[src/rtl/nv_nvdla_hls_shiftrightsatsu.sv]
// nv_nvdla_hls_shiftrightsatsu: arithmetic right shift with rounding and signed saturation
module nv_nvdla_hls_shiftrightsatsu #(
  parameter int IN_WIDTH    = 49,
  parameter int OUT_WIDTH   = 32,
  parameter int SHIFT_WIDTH = 6
) (
  input  logic [IN_WIDTH-1:0]    data_in,
  input  logic [SHIFT_WIDTH-1:0] shift_num,
  output logic [OUT_WIDTH-1:0]   data_out,
  output logic                   sat_out
);
  localparam logic [OUT_WIDTH-1:0] MAX_VAL = {1'b0, {(OUT_WIDTH-1){1'b1}}};
  localparam logic [OUT_WIDTH-1:0] MIN_VAL = {1'b1, {(OUT_WIDTH-1){1'b0}}};
  logic [IN_WIDTH-1:0] shifted, one_sh, gmask, smask;
  logic [IN_WIDTH:0]   rounded;
  logic                sign, guide, sticky, big, ovf;
  always_comb begin
    sign     = data_in[IN_WIDTH-1];
    shifted  = $signed(data_in) >>> shift_num;
    one_sh   = {{(IN_WIDTH-1){1'b0}}, 1'b1} << shift_num;
    gmask    = one_sh >> 1;
    smask    = gmask - {{(IN_WIDTH-1){1'b0}}, 1'b1};
    guide    = |(data_in & gmask);
    sticky   = |(data_in & smask);
    rounded  = {shifted[IN_WIDTH-1], shifted} + {{IN_WIDTH{1'b0}}, guide & (~sign | sticky)};
    big      = 32'(shift_num) >= IN_WIDTH;
    // any upper bit disagreeing with the result sign means the value left the output range
    ovf      = rounded[IN_WIDTH:OUT_WIDTH-1] != {(IN_WIDTH-OUT_WIDTH+2){rounded[IN_WIDTH]}};
    data_out = big ? '0 : ovf ? (rounded[IN_WIDTH] ? MIN_VAL : MAX_VAL) : rounded[OUT_WIDTH-1:0];
    sat_out  = ~big & ovf;
  end
endmodule

[src/rtl/nv_nvdla_hls_shiftrightsat_pipe.sv]
// nv_nvdla_hls_shiftrightsat_pipe: two-stage valid/ready shift-round-saturate pipe with saturation counter
module nv_nvdla_hls_shiftrightsat_pipe #(
  parameter int IN_WIDTH    = 49,
  parameter int OUT_WIDTH   = 32,
  parameter int SHIFT_WIDTH = 6,
  parameter int CNT_WIDTH   = 32
) (
  input  logic                   nvdla_core_clk,
  input  logic                   nvdla_core_rstn,
  input  logic                   acc_pvld,
  output logic                   acc_prdy,
  input  logic [IN_WIDTH-1:0]    acc_pd,
  input  logic [SHIFT_WIDTH-1:0] acc_shift,
  output logic                   cvt_pvld,
  input  logic                   cvt_prdy,
  output logic [OUT_WIDTH-1:0]   cvt_pd,
  output logic                   cvt_sat,
  input  logic                   sat_cnt_clr,
  output logic [CNT_WIDTH-1:0]   sat_cnt
);
  logic                   s1_vld, s2_vld, s2_adv, acc_load, sat_inc, cvt_sat_d;
  logic [IN_WIDTH-1:0]    s1_pd;
  logic [SHIFT_WIDTH-1:0] s1_shift;
  logic [OUT_WIDTH-1:0]   cvt_pd_d;
  always_comb begin
    s2_adv   = s1_vld & (~s2_vld | cvt_prdy);
    acc_prdy = ~s1_vld | s2_adv;
    acc_load = acc_pvld & acc_prdy;
    cvt_pvld = s2_vld;
    sat_inc  = s2_vld & cvt_prdy & cvt_sat;
  end
  nv_nvdla_hls_shiftrightsatsu #(
    .IN_WIDTH(IN_WIDTH), .OUT_WIDTH(OUT_WIDTH), .SHIFT_WIDTH(SHIFT_WIDTH)
  ) u_cvt (
    .data_in(s1_pd), .shift_num(s1_shift), .data_out(cvt_pd_d), .sat_out(cvt_sat_d)
  );
  always_ff @(posedge nvdla_core_clk or negedge nvdla_core_rstn) begin
    if (!nvdla_core_rstn) begin
      s1_vld   <= 1'b0;
      s2_vld   <= 1'b0;
      s1_pd    <= '0;
      s1_shift <= '0;
      cvt_pd   <= '0;
      cvt_sat  <= 1'b0;
    end else begin
      s1_vld <= acc_load | (s1_vld & ~s2_adv);
      s2_vld <= s2_adv | (s2_vld & ~cvt_prdy);
      if (acc_load) begin
        s1_pd    <= acc_pd;
        s1_shift <= acc_shift;
      end
      if (s2_adv) begin
        cvt_pd  <= cvt_pd_d;
        cvt_sat <= cvt_sat_d;
      end
    end
  end
  // clear wins over the old value but still lets a coincident increment count
  always_ff @(posedge nvdla_core_clk or negedge nvdla_core_rstn) begin
    if (!nvdla_core_rstn) sat_cnt <= '0;
    else sat_cnt <= sat_cnt_clr ? CNT_WIDTH'(sat_inc) :
                    (sat_inc & ~&sat_cnt) ? sat_cnt + CNT_WIDTH'(1) : sat_cnt;
  end
endmodule

[config.mk]
export PLATFORM = sky130hd
export DESIGN_NAME = nv_nvdla_hls_shiftrightsat_pipe
export DESIGN_NICKNAME = d
export VERILOG_FILES = /design/src/rtl/nv_nvdla_hls_shiftrightsatsu.sv /design/src/rtl/nv_nvdla_hls_shiftrightsat_pipe.sv
export SDC_FILE = /design/constraint.sdc
export NUM_CORES = 1
export LEC_CHECK = 0
export CAP_MARGIN = 20
export CORE_ASPECT_RATIO = 0.75
export CORE_MARGIN = 8
export CORE_UTILIZATION = 60
export CTS_CLUSTER_DIAMETER = 120
export DETAILED_ROUTE_END_ITERATION = 7
export HOLD_SLACK_MARGIN = 0.1
export PLACE_DENSITY = 0.85
export RECOVER_POWER = 25
export REMOVE_ABC_BUFFERS = 1
export SYNTH_ARGS = -nofsm -noshare
export SYNTH_HDL_FRONTEND = slang
export SYNTH_SLANG_ARGS = --single-unit
export TNS_END_PERCENT = 100
[constraint.sdc]
create_clock -name nvdla_core_clk -period 14.6 [get_ports nvdla_core_clk]
set_input_delay 2.92 -clock nvdla_core_clk [delete_from_list [all_inputs] [get_ports nvdla_core_clk]]
set_output_delay 2.92 -clock nvdla_core_clk [all_outputs]
set_load 0.1 [all_outputs]
==> out/results.tsv, run 1 <==
stage	metric	value	unit
floorplan	start_util	60.4	%
power	p_leak	5.18	nW
finish	nNetsFinal	1491	
route	first_pass_iters	7	
route	drtIter0Drc	2572	
power	max-vdd-ir-drop	0.0000964	V
timing	clock.fmax	116	MHz
yosys	synthCells	1373	
yosys	synth_mux_area_share	22.9	%
finish	drive_above_1_share	16.5	%
timing	finalSetupViolations	0	
cts	numCtsBuffers	17	
cts	cts_tree	yes	
setup_path	start_kind	flip-flop	
power	pwr-share-seq	23.3	%
cts	worstSkewPairLatency	0.43	ns
power	power_frac_comb	55.2	%
setup_path	crit_path_cell_trace	buf_4 -> nor4_2 -> nand2_1 -> ha_1 -> o21ai_0 -> a21oi_1 -> nand2_1 -> nor3_1 -> o21ai_0 -> o41ai_1 -> a32oi_1 -> a31oi_1 -> ha_1 -> inv_1 -> nor4b_1 -> nand3_1 -> nor4_4 -> nand3_1 -> xor2_1 -> a2111o_1 -> mux2_2 -> nor4_4 -> and3b_1 -> a221o_1	
setup_path	critPathTopFamily	simple AND/OR/NAND/NOR gates	
floorplan	core.rowCount	45	
yosys	synth-edff-count	0	
grt	antenna_found_initial	2	
finish	fin_util	69.2	%
yosys	synth_xor_area_share	4.93	%
setup_path	crit_fanout	43	
place	port_buffers	126	
route	wl_met1	19.4	mm
route	routed_wl	50.7	mm
place	hpwl	36.7	mm
route	postRouteAntennaNets	0	
cts	cts_resized	0	
route	dr_total_vias	13175	
yosys	syn_avg_cell_area	8.79	um^2
setup_path	critical_path_class	reg2reg	
power	netSwitchingPower	1.06	mW
route	drc_errors	0	
finish	postLayoutCellArea	13800	um^2
timing	fin_crit	8.64	ns
place	dpl-instance-area	13200	um^2
power	internal-power	1.00	mW
grt	grt_max_degree	67	
setup_path	crit_arrival	9.00	ns
floorplan	dieArea	25000	um^2
grt	overflow	0	
power	clock_power_share	21.5	%
cts	cts_setup_buffers	0	
route	wl_met3	8.70	mm
setup_path	critical_path_buf_inv_count	2	
status	outcome	complete, but fails checks	
yosys	synth_compound_gate_area_share	20.5	%
timing	fin_crit_sh	59.2	%
place	place.gp.congestion	1.10	
yosys	ys_seq_area_share	25.3	%
floorplan	ioPinCount	127	
route	met2WireLength	20.1	mm
yosys	synthArstFlopShare	100	%
yosys	yosys.area_share.simple	20.2	%
yosys	ys_ff_latch	122	
timing	slew_headroom	-126	%
route	topRoutingLayerUsed	met5	
yosys	synth_flop_cell	dfrtp_1	
setup_path	critPathSlowestCell	and3b_1	
status	violations	capacitance limit, slew limit	
finish	final_common_cell	nor2_1	
timing	final-hold-violation-count	0	
yosys	synth_top_family_by_area	multiplexers	
floorplan	die_y	139	um
power	swShare	51.4	%
worst_hold_path	hp-class	reg2reg	
setup_path	cpPeakStageDelay	0.95	ns
timing	drv_slew	125	
yosys	yosysWarnings	0	
cts	cts.reportedPaths.clkPinSlew	0.07	ns
yosys	synth_cell_type_count	90	
timing	rsz0062_at_grt	false	
power	power.density	149	nW/um^2
timing	fin_skew	0.0125	ns
cts	cts_buffer_depth	2	
timing	tightest_slew	3.40	ns
yosys	synth_adder_area_share	0.415	%
cts	cts-hold-fix-buffers	0	
timing	fin_tns_setup	0	ns
grt	grt_pass1_vias	12366	
finish	layout_common_cells	134 x nor2_1, 124 x clkdlybuf4s50_1, 122 x nand2_1	
cts	clock_sinks	122	
yosys	syn-cell-area	12100	um^2
setup_path	crit_required	14.96	ns
grt	grt_pass1_wl	76.4	mm
finish	area.growth.synth_to_final	14.6	%
floorplan	core_area	20000	um^2
floorplan	fp.dieW	180	um
grt	track_usage	39.3	%
setup_path	worstSetupEndpointType	flip-flop	
route	viasPerCell	7.76	
cts	cts.htree.levels	4	
route	wl_per_cell	29.8	um
flow_run	maxCapViolCount	2	
cts	root_buffer	clkbuf_16	
finish	antenna_cells	0	
power by group through the flow:
| stage | logic [mW] | registers [mW] | clock network, mW |
|---|---|---|---|
| final | 1.14 | 0.481 | 0.444 |
| after global routing | 1.17 | 0.481 | 0.460 |
| after CTS | 1.08 | 0.471 | 0.445 |
| after detailed placement | 1.07 | 0.477 | 0 |
| after global placement | 1.07 | 0.475 | 0 |
| after floorplan | 0.560 | 0.638 | 0 |
registers in the layout, summed over array words and instances (netlist names):
signal and count:
s1_vld 1, cvt_pvld 1, s1_pd 49, s1_shift 6, cvt_sat 1, cvt_pd 32, sat_cnt 32
kinds of logic after synthesis:
logic type	count (synthesis)
compound gates	356
fa+ha+maj	4
buf+inv	133
flops	122
xor+xnor	68
simple gates	489
mux	201
synth_stat cells (all sizes together) (13+ instances only):
library cell  number  share of area, %
nor2             138               4.4
dfrtp            122                25
buf               52               3.2
a21oi             78               3.2
and2              14              0.73
a221o             34               2.8
a22oi             20               1.2
xor2              34               2.5
o211ai            22               1.4
nand3             49               2.0
and3              13              0.67
inv               14              0.44
o21ai             73               3.0
nor4              16               1.3
nand4             26               1.4
a31oi             16              0.83
mux2              86               8.0
clkbuf            65               2.0
nand2            123               3.8
xnor2             34               2.5
nand2b            14              0.73
a211oi            17               1.2
mux4              52               9.7
mux2i             63               5.2
nor3              39               1.7
per-stage QoR:
| step | hold slack (ns) | setup slack [ns] | total power [mW] | std cells |
|---|---|---|---|---|
| 2_1_floorplan | 0.457 | 5.09 | 1.20 | 1256 |
| 3_3_place_gp | 0.467 | 6.76 | 1.55 | 1665 |
| 3_5_place_dp | 0.487 | 6.44 | 1.55 | 1665 |
| 4_1_cts | 0.491 | 6.42 | 2.00 | 1697 |
| 5_1_grt | 0.505 | 4.78 | 2.11 | 1698 |
| 6_report | 0.482 | 5.96 | 2.06 | 1698 |
routing by layer:
layer  vias to the layer above  GRT usage (%)
met4                         2           14.3
met2                      1299           54.3
li1                       5343              -
met1                      6273           52.0
met5                         -              0
met3                       258           19.6
cell type report:
type	instances	area, um^2
Timing Repair Buffer	152	1450
Tap cell	258	323
Sequential cell	122	3060
Clock buffer	17	425
Multi-Input combinational cell	1118	8340
Inverter	16	60.1
Clock inverter	15	173
Fill cell	1552	6150
path summary, 6_finish.rpt:
kind | from | endpoint | slack (ns) | depth (start not counted)
hold reg to reg | s1_vld$_DFF_PN0_ | cvt_pvld$_DFF_PN0_ | 0.48 | 1
max in group asynchronous | nvdla_core_rstn | s1_shift[1]$_DFFE_PN0P_ | 6.03 | 2
setup / recovery | s1_shift[4]$_DFFE_PN0P_ | cvt_pd[5]$_DFFE_PN0P_ | 5.96 | 24
hold / removal | s1_vld$_DFF_PN0_ | cvt_pvld$_DFF_PN0_ | 0.48 | 1
min in group asynchronous | nvdla_core_rstn | cvt_pd[28]$_DFFE_PN0P_ | 3.63 | 1
setup reg to reg | s1_shift[4]$_DFFE_PN0P_ | cvt_pd[5]$_DFFE_PN0P_ | 5.96 | 24
No activity file was read; power rests on OpenSTA's default activity.
==> run 2: changes to the inputs <==
--- a/config.mk
+++ b/config.mk
@@ -8,11 +8,11 @@
 export CAP_MARGIN = 20
 export CORE_ASPECT_RATIO = 0.75
 export CORE_MARGIN = 8
-export CORE_UTILIZATION = 60
+export CORE_UTILIZATION = 53
 export CTS_CLUSTER_DIAMETER = 120
 export DETAILED_ROUTE_END_ITERATION = 7
 export HOLD_SLACK_MARGIN = 0.1
-export PLACE_DENSITY = 0.85
+export PLACE_DENSITY = 0.79
 export RECOVER_POWER = 25
 export REMOVE_ABC_BUFFERS = 1
 export SYNTH_ARGS = -nofsm -noshare
==> constraint.sdc (replaced) <==
create_clock -name nvdla_core_clk -period 7.8 [get_ports nvdla_core_clk]
set_input_delay 1.56 -clock nvdla_core_clk [delete_from_list [all_inputs] [get_ports nvdla_core_clk]]
set_output_delay 1.56 -clock nvdla_core_clk [all_outputs]
set_load 0.1 [all_outputs]
==> out/results.tsv, run 2 (synthesized netlist as in run 1, its figures left out) <==
stage	metric	value	unit	change
status	outcome	complete, but fails checks		
status	violations	DRC, capacitance limit, slew limit		
grt	overflow	0		unchanged
place	place_inst	1729		+3.8%
timing	drv_slew	125		unchanged
cts	numCtsBuffers	17		unchanged
timing	rsz0062_at_grt	false		
place	dpl-instance-area	13500	um^2	+2.1%
timing	tightest_slew	3.35	ns	-0.0406 ns
place	place.gp.congestion	1.07		-3.3%
route	postRouteAntennaNets	0		unchanged
finish	drive_above_1_share	18.0	%	+1.5 points
worst_hold_path	hp-class	reg2reg		
place	port_buffers	126		unchanged
place	hpwl	39.0	mm	+6.2%
cts	root_buffer	clkbuf_16		
flow_run	maxCapViolCount	2		unchanged
floorplan	core.rowCount	47		+4.4%
power	max-vdd-ir-drop	0.000166	V	+72%
route	dr_total_vias	12968		-1.6%
route	wl_per_cell	29.5	um	-1.2%
floorplan	start_util	54.3	%	-6.1 points
cts	cts-hold-fix-buffers	0		unchanged
cts	cts.htree.levels	4		unchanged
grt	antenna_found_initial	1		-1
cts	cts_buffer_depth	2		unchanged
floorplan	core_area	22200	um^2	+11%
finish	max_flop_register	s1_pd		
setup_path	worstSetupEndpointType	flip-flop		
timing	final-hold-violation-count	0		unchanged
finish	antenna_cells	0		unchanged
finish	final_common_cell	nor2_1		
cts	worstSkewPairLatency	0.45	ns	+0.02 ns
timing	fin_tns_setup	0	ns	unchanged
finish	instances_no_fill	1762		+3.8%
floorplan	die_y	147	um	+5.7%
grt	grt_max_degree	65		-3.0%
setup_path	crit_required	8.12	ns	-6.84 ns
cts	cts_setup_buffers	0		unchanged
cts	cts.reportedPaths.clkPinSlew	0.06	ns	about the same
route	drtIter0Drc	2337		-9.1%
power	total_power	3.86	mW	+87%
cts	cts_resized	0		unchanged
timing	fin_crit	7.46	ns	-1.18 ns
route	first_pass_iters	8		+1
floorplan	dieArea	27900	um^2	+12%
finish	top_regs	s1_pd x49, cvt_pd x32, sat_cnt x32		
finish	nNetsFinal	1519		+1.9%
route	drc_errors	7		+7
cts	cts_tree	yes		
timing	setup_ws	0.341	ns	-5.62 ns
setup_path	critical_path_class	reg2reg		
route	viasPerCell	7.36		-5.1%
grt	grt_pass1_vias	12103		-2.1%
finish	largest_register_ffs	49		unchanged
grt	grt_pass1_wl	77.8	mm	+1.7%
timing	slew_headroom	-124	%	+2.7 points
cts	clock_sinks	122		unchanged
timing	fin_crit_sh	95.6	%	+36 points
finish	area.growth.synth_to_final	16.7	%	
grt	track_usage	36.3	%	-3.0 points
setup_path	crit_arrival	7.78	ns	-1.22 ns
timing	fin_skew	0.0135	ns	+0.000949 ns
floorplan	fp.dieW	190	um	+5.8%
finish	fin_util	63.4	%	-5.9 points
power	power.density	274	nW/um^2	+84%
route	routed_wl	51.9	mm	+2.5%
timing	hold_ws	0.482	ns	+0.000337 ns
finish	layout_common_cells	135 x nor2_1, 124 x clkdlybuf4s50_1, 122 x nand2_1		
finish	postLayoutCellArea	14100	um^2	+1.8%
setup_path	start_kind	flip-flop		
power	p_leak	5.30	nW	+2.2%
timing	clock.fmax	134	MHz	+16%
setup_path	crit_fanout	25		-42%
timing	finalSetupViolations	0		unchanged
place	dp_slack	0.811	ns	-5.63 ns
floorplan	ioPinCount	127		unchanged
-- run 2: changes by cell type in the layout (fill, tap and decap cells not counted), moves of 2 or more --
cell,previous run,this run
inv_8,5,1
buf_12,0,2
clkinvlp_4,0,3
buf_4,24,49
-- run 2: worst paths after layout --
check | start | to | slack (ns) | cells past startpoint
worst max-delay path | s1_shift[2]$_DFFE_PN0P_ | cvt_pd[9]$_DFFE_PN0P_ | 0.34 | 24
worst min-delay path | cvt_pd[31]$_DFFE_PN0P_ | cvt_pd[31]$_DFFE_PN0P_ | 0.48 | 2
worst max register to register | s1_shift[2]$_DFFE_PN0P_ | cvt_pd[9]$_DFFE_PN0P_ | 0.34 | 24
worst min register to register | cvt_pd[31]$_DFFE_PN0P_ | cvt_pd[31]$_DFFE_PN0P_ | 0.48 | 2
max in group asynchronous | nvdla_core_rstn | s1_shift[1]$_DFFE_PN0P_ | 2.53 | 2
min in group asynchronous | nvdla_core_rstn | s1_pd[4]$_DFFE_PN0P_ | 2.22 | 1
-- run 2: final cells by class --
class	instances	area [um^2]
multi-input combinational	1118	8340
tap	294	368
sequential	122	3060
inverter	16	60.1
clock buffer	19	433
fill	1850	8150
clock inverter	13	134
timing repair buffer	180	1690
-- run 2: layer usage --
metal | wire length (um) | up-vias | GRT usage [%] | part of all wire, %
li1 | - | 5400 | - | -
met1 | 21300 | 6304 | 51.5 | 41
met2 | 20300 | 1133 | 47.9 | 39
met3 | 8860 | 129 | 18.1 | 17
met4 | 1510 | 2 | 8.86 | 2.9
met5 | 13 | - | 0 | 0.025
-- run 2: worst max-delay path, stage by stage (launching register included) --
cell      delay, ns
dfrtp_2        0.61
nor2_1         0.29
nand3_1        0.15
ha_1           0.18
o21ai_0        0.13
a21oi_1        0.44
nand2_1        0.21
nor3_1         0.81
o21ai_0        0.24
o41ai_1        0.12
a32oi_1        0.13
a31oi_1        0.58
ha_1           0.28
inv_1          0.07
nor4b_1        0.38
nand3_1        0.28
nor4_4         0.43
nand3_1        0.14
xor2_1         0.18
a2111o_1       0.35
mux2_2         0.29
nor4_4         0.39
a211oi_4       0.15
buf_8          0.21
a221o_1        0.28
-- run 2: report_power, final --
group	internal, mW	switching, mW
Clock	0.446	0.340
Combinational	0.729	1.45
Sequential	0.717	0.173
